[config.mk]
export PLATFORM = sky130hd
export DESIGN_NAME = led_pwm_rx
export DESIGN_NICKNAME = d
export VERILOG_FILES = /design/src/rtl/led_pwm_rx_pkg.sv /design/src/rtl/led_pwm_ch.sv /design/src/rtl/led_pwm_rx.sv
export SDC_FILE = /design/constraint.sdc
export NUM_CORES = 1
export LEC_CHECK = 0
export ABC_AREA = 1
export BUFFER_PORTS_ARGS = -buffer_cell sky130_fd_sc_hd__buf_2
export CORE_UTILIZATION = 35
export CTS_BUF_LIST = sky130_fd_sc_hd__clkbuf_16
export DETAILED_ROUTE_END_ITERATION = 8
export GPL_ROUTABILITY_DRIVEN = 1
export PLACE_DENSITY = 0.54
export REMOVE_ABC_BUFFERS = 1
export SYNTH_ARGS = -nofsm -noshare
export SYNTH_HDL_FRONTEND = slang
export SYNTH_SLANG_ARGS = --single-unit
[constraint.sdc]
create_clock -name clk -period 6.7 [get_ports clk]
set_input_delay 2.01 -clock clk [delete_from_list [all_inputs] [get_ports clk]]
set_output_delay 2.01 -clock clk [all_outputs]
set_load 0.01 [all_outputs]
[src/rtl/led_pwm_rx_pkg.sv]
// Shared widths and helpers for the UDP-driven LED PWM receiver.
// Imported by the top and by the per-channel PWM slice.
package led_pwm_rx_pkg;

  localparam int CNT_W  = 16;
  localparam int DUTY_W = 8;

  function automatic logic [DUTY_W-1:0] slew_step(
    input logic [DUTY_W-1:0] cur,
    input logic [DUTY_W-1:0] tgt
  );
    if (cur < tgt) return cur + 1'b1;
    if (cur > tgt) return cur - 1'b1;
    return cur;
  endfunction

endpackage

[src/rtl/led_pwm_ch.sv]
// One LED channel: duty register (optional slew), compare, output stage.
// Duty-to-LED latency is two registers: compare flop then output flop.
module led_pwm_ch
  import led_pwm_rx_pkg::*;
#(
  parameter int pwm_w = 10,
  parameter int slew  = 0
) (
  input  logic              clk,
  input  logic              rst,
  input  logic [DUTY_W-1:0] target,
  input  logic [pwm_w-1:0]  cc,
  output logic              led
);

  logic [DUTY_W-1:0] duty;
  logic [pwm_w-1:0]  thr;
  logic              l;

  generate
    if (slew != 0) begin : g_slew
      logic [DUTY_W-1:0] duty_q;
      // step on the cycle cc rolls over to 0
      always_ff @(posedge clk or posedge rst) begin
        if (rst) begin
          duty_q <= '0;
        end else if (&cc) begin
          duty_q <= slew_step(duty_q, target);
        end
      end
      assign duty = duty_q;
    end else begin : g_imm
      assign duty = target;
    end
  endgenerate

  assign thr = pwm_w'(duty) << (pwm_w - DUTY_W);

  always_ff @(posedge clk or posedge rst) begin
    if (rst) begin
      l   <= 1'b0;
      led <= 1'b0;
    end else begin
      l   <= cc < thr;
      led <= l;
    end
  end

endmodule

[src/rtl/led_pwm_rx.sv]
// Captures LED duty octets from a UDP payload and commits them on a good CRC.
// Feeds n_ch PWM channel slices from a shared free-running counter.
module led_pwm_rx
  import led_pwm_rx_pkg::*;
#(
  parameter int jumbo_dw  = 14,
  parameter int n_ch      = 4,
  parameter int pwm_w     = 10,
  parameter int start_off = 0,
  parameter int slew      = 0
) (
  input  logic             clk,
  input  logic             rst,
  input  logic             ready,
  input  logic             strobe,
  input  logic             crc,
  input  logic [7:0]       data_in,
  output logic [n_ch-1:0]  led,
  output logic [CNT_W-1:0] good_cnt,
  output logic [CNT_W-1:0] short_cnt
);

  localparam int CAP_W = $clog2(n_ch + 1);

  logic [jumbo_dw-1:0] oct;
  logic [CAP_W-1:0]    cap;
  logic                live;
  logic                take;
  logic                hit;
  logic                full;
  logic                crc_q;
  logic [pwm_w-1:0]    cc;
  logic [DUTY_W-1:0]   shadow [n_ch];
  logic [DUTY_W-1:0]   target [n_ch];

  // live drops on ready low or reset; only a clean gap re-arms capture
  assign take = strobe & ready & live;
  assign full = cap == CAP_W'(n_ch);

  always_comb begin
    hit = 1'b0;
    for (int k = 0; k < n_ch; k++) begin
      if (int'(oct) == start_off + k) hit = 1'b1;
    end
  end

  always_ff @(posedge clk or posedge rst) begin
    if (rst) begin
      oct <= '0;
    end else if (!strobe) begin
      oct <= '0;
    end else if (~&oct) begin
      oct <= oct + 1'b1;
    end
  end

  always_ff @(posedge clk or posedge rst) begin
    if (rst) begin
      live <= 1'b0;
    end else if (!ready) begin
      live <= 1'b0;
    end else if (!strobe) begin
      live <= 1'b1;
    end
  end

  always_ff @(posedge clk or posedge rst) begin
    if (rst) begin
      cap <= '0;
    end else if (!ready) begin
      cap <= '0;
    end else if (take) begin
      if (oct == '0) begin
        cap <= CAP_W'(hit);
      end else if (hit && !full) begin
        cap <= cap + 1'b1;
      end
    end
  end

  always_ff @(posedge clk or posedge rst) begin
    if (rst) begin
      for (int k = 0; k < n_ch; k++) shadow[k] <= '0;
    end else if (take) begin
      for (int k = 0; k < n_ch; k++) begin
        if (int'(oct) == start_off + k) shadow[k] <= data_in;
      end
    end
  end

  always_ff @(posedge clk or posedge rst) begin
    if (rst) begin
      crc_q     <= 1'b0;
      good_cnt  <= '0;
      short_cnt <= '0;
      cc        <= '0;
      for (int k = 0; k < n_ch; k++) target[k] <= '0;
    end else begin
      crc_q <= crc & ~strobe;
      cc    <= cc + 1'b1;
      if (crc_q && full) begin
        good_cnt <= good_cnt + 1'b1;
        for (int k = 0; k < n_ch; k++) target[k] <= shadow[k];
      end else if (crc_q) begin
        short_cnt <= short_cnt + 1'b1;
      end
    end
  end

  generate
    for (genvar k = 0; k < n_ch; k++) begin : g_ch
      led_pwm_ch #(
        .pwm_w(pwm_w),
        .slew (slew)
      ) u_ch (
        .clk   (clk),
        .rst   (rst),
        .target(target[k]),
        .cc    (cc),
        .led   (led[k])
      );
    end
  endgenerate

endmodule

---- Word-level counts from Yosys, hierarchy flattened ----
Index checks and enable logic that the tools add are counted.
cells by class
  muxes and demuxes ....................... 12
  magnitude comparators ................... 4
  bitwise logic cells ..................... 5
  eq/ne operators ......................... 8
  $add $sub $neg .......................... 5
  reduce and logical (&&, ||, !) cells .... 12
operators by type and width
  kind                     number
  $lt A10 B10 Y1           4
  $add A16 B1 Y16 const B  2
  $eq A14 B3 Y1 const B    2
  $logic_not A14 Y1        2
  $mux W14                 2
  $add A14 B1 Y14 const B  1
  $eq A14 B2 Y1 const B    1
  $reduce_and A14 Y1       1
  $mux W3                  4
  $reduce_and A2 Y1        6
  $add A10 B1 Y10 const B  1
  $mux W1                  6
  $ne A2 B2 Y1 const B     2
  $add A3 B1 Y3 const B    1
  $and A1 B1 Y1            3
  $eq A3 B3 Y1 const B     1
  $ne A3 B1 Y1 const B     1
  $logic_and A1 B1 Y1      2
  $ne A2 B1 Y1 const B     1
  $not A1 Y1               2
  $logic_not A1 Y1         1
word-level totals
  input port bits ......................... 13
  register bits after elaboration ......... 133

---- Depth between registers and ports, before layout ----
Gate-level depths: netlist (run 1).
  word-level depth ........................ 10
  depth in mapped cells ................... 13

---- Cells and area by module ----
Synthesis (run 1) repeated with hierarchy kept, for this count alone.
unflattened totals
  cell total of the unflattened synthesis .. 707
  area, all modules ....................... 6,363.6 µm²
by module, submodules not included
  module      area each (µm²)  cells each  times used
  led_pwm_rx  5,412.7          571         1
  led_pwm_ch  237.7            34          4

---- Worst setup path before layout (run 1) ----
Ideal clock, no wire load.
  path type ............................... input to register
  from .................................... input port ready
  to ...................................... register shadow[0] (netlist bit)
  path buffers ............................ 0
  stages on the path ...................... 5
  slack ................................... 3,607 ps
  arrival ................................. 2,968 ps
  cell sequence ........................... inv_1 -> nor3_4 -> inv_2 -> nor2_4 -> mux2_2
between the ends
  longest elaborated chain between the ends .. 3
ends and longest elaborated chain
  item                         RTL line          RTL
  start: declaration           led_pwm_rx.sv:14  input logic ready,
  $and A1 B1 Y1 (2 in a row)   led_pwm_rx.sv:37  assign take = strobe & ready & live;
  $reduce_and A2 Y1 (no line)  --
  end: declaration             led_pwm_rx.sv:33  logic [DUTY_W-1:0] shadow [n_ch];
Every way passes these cells.
A chain may end at the register's enable or synchronous reset.

---- Worst setup path in the final report (run 1) ----
  from .................................... input port strobe
  to ...................................... register shadow[0] (netlist bit)
between the ends
  longest elaborated chain between the ends .. 3
ends and longest elaborated chain
  item                         RTL line          RTL
  start: declaration           led_pwm_rx.sv:15  input logic strobe,
  $and A1 B1 Y1 (2 in a row)   led_pwm_rx.sv:37
  $reduce_and A2 Y1 (no line)  --
Every way passes these cells.

==> results of run 1 <==
==> worst min-delay path by stage <==
stage / start / end / slack (ns) / cells after the start
2_1_floorplan: g_ch[0].u_ch.l / g_ch[0].u_ch.led / 0.33 / 0
6_report: g_ch[3].u_ch.l / g_ch[3].u_ch.led / 0.35 / 0
5_1_grt: g_ch[3].u_ch.l / g_ch[3].u_ch.led / 0.35 / 0
3_5_place_dp: g_ch[1].u_ch.l / g_ch[1].u_ch.led / 0.34 / 0
4_1_cts: g_ch[1].u_ch.l / g_ch[1].u_ch.led / 0.35 / 0
3_3_place_gp: g_ch[1].u_ch.l / g_ch[1].u_ch.led / 0.33 / 0
==> where the power goes <==
part           internal (uW)  leakage, uW  switching (uW)  total [uW]
Combinational           76.7      0.00160             110         187
Sequential               891      0.00179            55.2         946
Clock                    617     0.000293             347         964
Total                   1580      0.00368             512        2100
==> through the flow <==
step	power [uW]	std cells	utilization
after floorplan	1076	650	-
after global placement	1144	925	0.3887
after detailed placement	1152	925	0.3887
after CTS	2124	957	0.4238
after global routing	2202	957	0.4238
final	2096	957	0.4238
==> layout make-up <==
cell class / count / area share
multi-input cells: 443 / 0.3573
clock inverters: 15 / 0.02534
repair buffers: 50 / 0.03446
clock buffers: 17 / 0.05743
well taps: 225 / 0.03801
flip-flops and latches: 133 / 0.4493
inverters: 74 / 0.03818
==> flip-flops by register name (all words and copies together) (netlist names) <==
register	count
shadow	32
target	32
cc	10
g_ch.u_ch.led	4
short_cnt	16
crc_q	1
live	1
good_cnt	16
g_ch.u_ch.l	4
cap	3
oct	14
==> worst reg2reg max path: cells and delay by family, from the launching register on <==
kind          cells  cell delay (ns)
flops             1             0.41
buf+inv           3             0.71
xor+xnor          1             0.14
simple gates      6             0.83
fa+ha+maj         1             0.15
==> per-layer routing <==
metal | part of all wire | wire [um] | GRT usage | up-vias
met5 | 0 | 0 | 0 | -
met4 | 0.017 | 218 | 0.06296 | 0
met3 | 0.034 | 444 | 0.03542 | 17
met2 | 0.47 | 6065 | 0.2428 | 65
met1 | 0.48 | 6188 | 0.2087 | 2205
li1 | - | - | - | 2264
==> cell families after synthesis <==
kind of cell	after synthesis	share of synthesized area
compound gates	102	0.08482
xor+xnor	39	0.05397
simple gates	252	0.1831
flops	133	0.5259
fa+ha+maj	37	0.07315
mux	13	0.02313
buf+inv	89	0.05595
==> cell usage after synthesis (6+ instances only) <==
library cell / number / share of area
dfrtp_1: 133 / 0.53
nor3_1: 6 / 0.0047
nor2_1: 43 / 0.026
nand3_1: 28 / 0.022
nand4_1: 6 / 0.0059
xor2_1: 27 / 0.037
nand2_1: 143 / 0.085
ha_1: 37 / 0.073
nand2_4: 7 / 0.012
a21oi_1: 23 / 0.018
nor2_4: 8 / 0.014
o21ai_0: 67 / 0.053
xnor2_1: 12 / 0.017
inv_1: 70 / 0.042
clkbuf_1: 7 / 0.0042
mux2_2: 12 / 0.021
==> flow_metrics.py, run 1 <==
metrics = {
    "critical_path": {
        "critical_path_peak_fanout": 23,
        "cp_top_family": "buffers and inverters",
        "critical_path.most_common_cell": "inv_2",
        "critical_path.reg2reg.endpoint": "good_cnt[13]",
        "cp_cell_sequence": "buf_2 -> inv_2 -> nor3_4 -> inv_2 -> nor2_4 -> mux2_2",
        "worst_path_largest_cell_delay_ns": 0.36,
        "crit_start": "strobe",
        "timing.critical_path.arrival_ns": 3.48,
        "worst_setup_path_start_kind": "primary input",
        "worst-path-stages": 6,
        "end_kind": "flop",
        "crit_buf_inv": 3,
        "worst_path_max_delay_cell": "mux2_2",
        "critPathKind": "in2reg",
        "timing.critical_path.to": "shadow[0]",
        "worst_r2r_path_depth": 11,
        "critical_path.reg2reg.startpoint": "cap[0]",
        "rrSetupSlack_ns": 4.36,
        "critical_path_required_ns": 7.00,
    },
    "synthesis": {
        "yosys_warnings": 0,
        "synth-seq-cells": 133,
        "synth.avg_cell_area_um2": 9.517,
        "synth_unique_cells": 32,
        "synth_top_flop_cell": "dfrtp_1",
        "postSynth.asyncResetShare": 1.000,
        "synth_enable_flop_cells": 0,
        "synth.yosys.seq_area_share": 0.5259,
        "mappedNetlistArea_um2": 6329,
        "netlist_instances": 665,
    },
    "final_layout": {
        "area.sequential_um2": 3328,
        "area_growth_pct": 17.04,
        "insertedDiodeCount": 0,
        "fillCellCount": 1666,
        "mostFrequentLayoutCell": "nand2_1",
        "finish.instance_area_um2": 7407,
        "layout_common_cells": "nand2_1, dfrtp_1, inv_1, o21ai_0, buf_2",
        "final_layout_size_suffix_gt1_frac": 0.1639,
        "final_net_count": 769,
        "multi_input_area_um2": 2646,
    },
    "run": {
        "drv_cap": 0,
    },
    "clock_network": {
        "cts.sinks": 133,
        "cts_resized": 0,
        "ctsRootBufferMaster": "clkbuf_16",
        "clock_path_buffers": 2,
        "insertion_delay_to_the_later_sink_of_the_worst_skew_pair_ns": 0.42,
        "cts_made_buffers": 17,
        "postcts_setup_bufs": 0,
        "clk_pin_slew_worst_paths_ns": 0.06,
        "ctsHoldBuffers": 0,
        "htree_num_levels": 4,
        "cts_tree": "yes",
    },
    "placed_design": {
        "port-buffer-count": 48,
        "dp_hpwl_mm": 9.248,
        "place_worst_setup_slack_ns": 3.075,
        "gp_congestion": 0.8706,
        "dpl_cell_area_um2": 6794,
    },
    "grt": {
        "first_global_vias": 4513,
        "grt_pass1_wl_mm": 22.22,
        "antenna_found_initial": 0,
        "gr-total-overflow": 0,
        "largest_net_degree_at_the_start_of_global_routing": 84,
        "grt_usage": 0.1559,
    },
    "timing": {
        "fmax_mhz": 314.6,
        "post-route-period-util": 0.4744,
        "finalWorstSetupSlack_ns": 3.522,
        "worst_slew_margin_rel": 0.5101,
        "final-setup-viol-count": 0,
        "final-hold-violation-count": 0,
        "unrepaired_setup_endpoints_after_global_routing": "no",
        "crit_path_time_final_ns": 3.178,
        "clock_skew_ns": 0.006801,
        "slew_viol_final": 0,
        "fin_hold_ws_ns": 0.3456,
        "tns_ns": 0,
        "worst-slew-pin-transition_ns": 0.7349,
    },
    "detailed_routing": {
        "drc_errors": 0,
        "route.final.wire_length_mm": 12.92,
        "drt_first_iter_violations": 233,
        "routedWlPerCell_um": 13.50,
        "dr.pass1.iters": 4,
        "antenna_left": 0,
        "vias": 4551,
        "route.detailed.vias_per_inst": 4.755,
    },
    "die": {
        "die-height_um": 136.5,
        "floorplan.initialDensity": 0.3621,
        "ios": 49,
        "rows": 48,
        "floorplan.die.width_um": 136.5,
        "die_area_um2": 18620,
        "core_um2": 17480,
    },
    "power": {
        "power_leakage_uw": 0.003683,
        "power.ir.vdd_worst_mv": 0.1864,
        "power_density_nw_per_um2": 283.0,
    },
    "min_path": {
        "min_path_type": "reg2reg",
    },
    "outcome": {
        "run_status": "finished, final reports clean",
    },
}
(Power assumes the default switching activity.)
==> run 2: changes to the inputs <==
clock period = 3.1 ns   (was 6.7 ns; I/O delays follow)
==> run 2 against run 1 <==
  * Clock skew up 0.0098 ns
  * Critical path depth unchanged
  * Final cell count up 0.21%
  * Combinational power up 120%
==> flow_metrics.py, run 2 (synthesis results as in run 1) <==
metrics = {
    "run": {
        "drv_cap": 0,
    },
    "detailed_routing": {
        "routedWlPerCell_um": 13.82,
        "antenna_left": 0,
        "vias": 4535,
        "drt_first_iter_violations": 225,
        "dr.pass1.iters": 4,
        "route.final.wire_length_mm": 13.25,
        "route.detailed.vias_per_inst": 4.729,
        "drc_errors": 0,
    },
    "final_layout": {
        "area_growth_pct": 17.30,
        "fin_cells": 959,
        "layout_common_cells": "nand2_1, dfrtp_1, inv_1, o21ai_0, buf_2",
        "insertedDiodeCount": 0,
        "mostFrequentLayoutCell": "nand2_1",
        "final_layout_size_suffix_gt1_frac": 0.1649,
        "final_net_count": 771,
        "finish.instance_area_um2": 7423,
        "reg_top3": "shadow x32, target x32",
    },
    "timing": {
        "final-setup-viol-count": 0,
        "finalWorstSetupSlack_ns": 1.095,
        "crit_path_time_final_ns": 2.005,
        "fmax_mhz": 498.7,
        "unrepaired_setup_endpoints_after_global_routing": "no",
        "clock_skew_ns": 0.01657,
        "final-hold-violation-count": 0,
        "worst-slew-pin-transition_ns": 0.6228,
        "slew_viol_final": 0,
        "tns_ns": 0,
        "worst_slew_margin_rel": 0.5848,
        "post-route-period-util": 0.6468,
    },
    "clock_network": {
        "postcts_setup_bufs": 0,
        "cts.sinks": 133,
        "clock_path_buffers": 2,
        "ctsHoldBuffers": 0,
        "cts_tree": "yes",
        "htree_num_levels": 4,
        "cts_made_buffers": 17,
        "clk_pin_slew_worst_paths_ns": 0.06,
        "cts_resized": 0,
        "insertion_delay_to_the_later_sink_of_the_worst_skew_pair_ns": 0.42,
        "ctsRootBufferMaster": "clkbuf_16",
    },
    "placed_design": {
        "gp_congestion": 0.8948,
        "place_worst_setup_slack_ns": 0.6728,
        "dpl_cell_area_um2": 6834,
        "post-place-cells": 927,
        "port-buffer-count": 48,
        "dp_hpwl_mm": 9.596,
    },
    "grt": {
        "largest_net_degree_at_the_start_of_global_routing": 67,
        "grt_usage": 0.1610,
        "gr-total-overflow": 0,
        "antenna_found_initial": 0,
        "grt_pass1_wl_mm": 23.17,
        "first_global_vias": 4612,
    },
    "critical_path": {
        "critical_path_required_ns": 3.39,
        "cp_cell_sequence": "buf_2 -> inv_1 -> nor3_4 -> inv_2 -> nor2_4 -> mux2_2",
        "worst_setup_path_start_kind": "primary input",
        "worst_path_largest_cell_delay_ns": 0.36,
        "cp_top_family": "simple AND/OR/NAND/NOR gates",
        "crit_buf_inv": 3,
        "timing.critical_path.arrival_ns": 2.30,
        "critPathKind": "in2reg",
        "worst_path_max_delay_cell": "mux2_2",
        "critical_path_peak_fanout": 23,
        "end_kind": "flop",
    },
    "power": {
        "power_density_nw_per_um2": 602.0,
        "totalPowerFinal_uw": 4469,
        "power.ir.vdd_worst_mv": 0.4061,
        "power_leakage_uw": 0.003685,
    },
    "die": {
        "die_area_um2": 18620,
        "die-height_um": 136.5,
        "floorplan.initialDensity": 0.3621,
        "core_um2": 17480,
        "floorplan.die.width_um": 136.5,
        "rows": 48,
        "ios": 49,
    },
    "outcome": {
        "run_status": "finished, final reports clean",
    },
    "min_path": {
        "min_path_type": "reg2reg",
    },
}
-- run 2: through the flow --
step	hold WS [ns]	util
floorplan	0.3312	-
global placement	0.3364	0.3910
detailed placement	0.3355	0.3910
CTS	0.3490	0.4248
global route	0.3576	0.4248
finish	0.3480	0.4248
-- run 2: cell type report --
cell class / instances / area (um^2)
timing repair buffer: 52 / 295.3
fill: 1702 / 10050
sequential: 133 / 3328
clock inverter: 15 / 163.9
clock buffer: 17 / 425.4
inverter: 74 / 282.8
multi-input combinational: 443 / 2646
tap: 225 / 281.5
-- run 2: final timing paths --
check / from / end / slack, ns / cells past startpoint
setup / recovery: ready / shadow[7] / 1.09 / 6
hold / removal: g_ch[2].u_ch.l / g_ch[2].u_ch.led / 0.35 / 0
setup reg to reg: oct[0] / oct[9] / 1.12 / 10
hold reg to reg: g_ch[2].u_ch.l / g_ch[2].u_ch.led / 0.35 / 0
max in group asynchronous: rst / shadow[20] / 1.85 / 3
min in group asynchronous: rst / short_cnt[5] / 0.60 / 2
-- run 2: where the power goes --
group,total [uW],switching (uW),internal (uW)
clock network,2000,753,1250
registers,2050,127,1930
logic,412,241,171
total,4470,1120,3350
-- run 2: layer usage --
metal | vias to the layer above | track usage | part of all wire
met2 | 78 | 0.2422 | 0.46
met1 | 2176 | 0.2229 | 0.49
met4 | 0 | 0.05494 | 0.014
met5 | - | 0 | 0
li1 | 2266 | - | -
met3 | 15 | 0.04251 | 0.035
==> run 3: changes to the inputs <==
PLACE_DENSITY = 0.56   (was 0.54)
clock period = 1.8 ns   (was 3.1 ns; I/O delays follow)
==> run 3 against run 2 <==
  * Sequential power rose by 71%
  * Sequential share of layout area fell by 2.1 points
  * Routed wire length rose by 1.3%
  * First-iteration DRC count rose by 2.2%
  * Cell area rose by 4.8%
  * Power rose by 73%
  * Register-to-register slack got worse by 1.1 ns
  * Clock power rose by 71%
  * Die area did not move
  * Via count rose by 2.5%
==> flow_metrics.py, run 3 (synthesis results as in run 1) <==
metrics = {
    "grt": {
        "grt_usage": 0.1571,
        "largest_net_degree_at_the_start_of_global_routing": 67,
        "grt_pass1_wl_mm": 22.46,
        "antenna_found_initial": 0,
        "gr-total-overflow": 0,
        "first_global_vias": 4635,
    },
    "critical_path": {
        "critPathKind": "reg2reg",
        "cp_cell_sequence": "inv_1 -> ha_2 -> nand2_4 -> nor2_4 -> inv_2 -> nor2_4 -> nand3_1 -> nor2_2 -> nand4_1 -> xnor2_1",
        "critical_path.reg2reg.startpoint": "cap[1]",
        "worst_setup_path_start_kind": "flop",
        "worst_path_max_delay_cell": "dfrtp_1",
        "crit_start": "cap[1]",
        "worst_path_largest_cell_delay_ns": 0.39,
        "crit_buf_inv": 2,
        "end_kind": "flop",
        "critical_path_peak_fanout": 4,
        "timing.critical_path.arrival_ns": 2.03,
        "critical_path_required_ns": 2.10,
        "cp_top_family": "simple AND/OR/NAND/NOR gates",
        "critical_path.most_common_cell": "nor2_4",
    },
    "detailed_routing": {
        "drc_errors": 0,
        "dr.pass1.iters": 4,
        "vias": 4649,
        "route.detailed.vias_per_inst": 4.701,
        "routedWlPerCell_um": 13.57,
        "route.final.wire_length_mm": 13.42,
        "drt_first_iter_violations": 230,
        "antenna_left": 0,
    },
    "clock_network": {
        "ctsHoldBuffers": 0,
        "cts.sinks": 133,
        "insertion_delay_to_the_later_sink_of_the_worst_skew_pair_ns": 0.41,
        "clock_path_buffers": 2,
        "ctsRootBufferMaster": "clkbuf_16",
        "cts_made_buffers": 17,
        "htree_num_levels": 4,
        "cts_tree": "yes",
        "clk_pin_slew_worst_paths_ns": 0.06,
    },
    "power": {
        "power_report.internal_total_uw": 5805,
        "pwr-share-comb": 0.101,
        "switching_share": 0.2482,
        "seqPwrFrac": 0.455,
        "power_density_nw_per_um2": 992.2,
        "power_leakage_uw": 0.003871,
        "power.ir.vdd_worst_mv": 0.6832,
        "totalPowerFinal_uw": 7722,
        "p_sw_uw": 1917,
        "clock_power_share": 0.444,
    },
    "die": {
        "floorplan.die.width_um": 136.5,
        "rows": 48,
        "die_area_um2": 18620,
        "die-height_um": 136.5,
        "floorplan.initialDensity": 0.3621,
        "core_um2": 17480,
        "ios": 49,
    },
    "placed_design": {
        "gp_congestion": 0.8721,
        "port-buffer-count": 48,
        "dp_hpwl_mm": 9.786,
        "dpl_cell_area_um2": 6994,
    },
    "timing": {
        "post-route-period-util": 0.9627,
        "final-hold-violation-count": 0,
        "slew_viol_final": 0,
        "fmax_mhz": 577.1,
        "clock_skew_ns": 0.006656,
        "worst-slew-pin-transition_ns": 0.4006,
        "final-setup-viol-count": 0,
        "unrepaired_setup_endpoints_after_global_routing": "yes",
        "worst_slew_margin_rel": 0.7329,
        "crit_path_time_final_ns": 1.733,
    },
    "final_layout": {
        "layout_common_cells": "nand2_1, dfrtp_1, inv_1, o21ai_0, buf_2",
        "finish.instance_area_um2": 7782,
        "mostFrequentLayoutCell": "nand2_1",
        "reg_top3": "shadow x32, target x32",
        "multi_input_area_um2": 2751,
        "area.sequential_um2": 3328,
        "fillCellCount": 1679,
        "final_layout_size_suffix_gt1_frac": 0.2277,
        "insertedDiodeCount": 0,
        "area_growth_pct": 22.97,
        "final_net_count": 801,
    },
    "min_path": {
        "min_path_type": "in2async",
    },
    "outcome": {
        "run_status": "finished, final reports clean",
    },
    "run": {
        "drv_cap": 0,
    },
}
## run 3: changes by cell type in the layout (fill, tap and decap cells not counted), sizes merged
cell	before	now
inv	74	76
clkbuf	17	18
buf	52	81
clkinvlp	4	5
clkinv	8	5
## run 3: timing repair
| action | in CTS | in global routing |
|---|---|---|
| hold endpoints to repair | 0 | 0 |
| setup endpoints to repair | 3 | 57 |
| gates resized for setup | 2 | 28 |
| pin swaps | 0 | 15 |
| setup buffers | 0 | 10 |
## run 3: power groups by stage
stage / Combinational (uW) / Clock (uW) / Sequential (uW)
2_1_floorplan: 450 / 0 / 3550
3_3_place_gp: 739 / 0 / 3550
3_5_place_dp: 769 / 0 / 3560
4_1_cts: 775 / 3510 / 3510
5_1_grt: 897 / 3650 / 3550
6_report: 776 / 3430 / 3510
## run 3: worst paths after layout
path                               endpoint  slack, ns  cells after the start
min reg2reg                g_ch[0].u_ch.led       0.35                      0
max in group asynchronous        target[12]       1.10                      3
max                            good_cnt[13]       0.07                     10
max reg2reg                    good_cnt[13]       0.07                     10
min in group clk           g_ch[0].u_ch.led       0.35                      0
min                           short_cnt[13]       0.12                      2
## run 3: area by class of cell
| class | count | area share |
|---|---|---|
| Sequential cell | 133 | 0.4277 |
| Clock buffer | 17 | 0.05466 |
| Multi-Input combinational cell | 443 | 0.3535 |
| Timing Repair Buffer | 82 | 0.07090 |
| Clock inverter | 15 | 0.02106 |
| Tap cell | 225 | 0.03617 |
| Inverter | 74 | 0.03601 |
## run 3: worst register-to-register path: cells and delay by family (launching register included)
family,cells,cell delay (ns)
and+or+nand+nor,6,0.75
DFF,1,0.39
adders and majority gates,1,0.19
xor gates and xnor gates,1,0.15
buffers and inverters,2,0.14
## run 3: metrics by stage
stage | hold slack (ns) | setup WS (ns) | utilization | instances | setup TNS, ns
4_1_cts | 0.1248 | 0.03071 | 0.4342 | 979 | 0
6_report | 0.1209 | 0.06718 | 0.4453 | 989 | 0
3_3_place_gp | 0.3317 | 0.05527 | 0.4002 | 947 | 0
3_5_place_dp | 0.3364 | -0.02155 | 0.4002 | 947 | -0.04262
5_1_grt | 0.1409 | -0.05332 | 0.4453 | 989 | -0.1392
2_1_floorplan | 0.3312 | -2.294 | - | 650 | -308.91
## run 3: metal layers
layer	vias up	routed length [um]	GRT usage
li1	2313	-	-
met1	2267	6124	0.1984
met3	12	462	0.03803
met2	57	6699	0.2614
met4	0	134	0.05370
met5	-	0	0
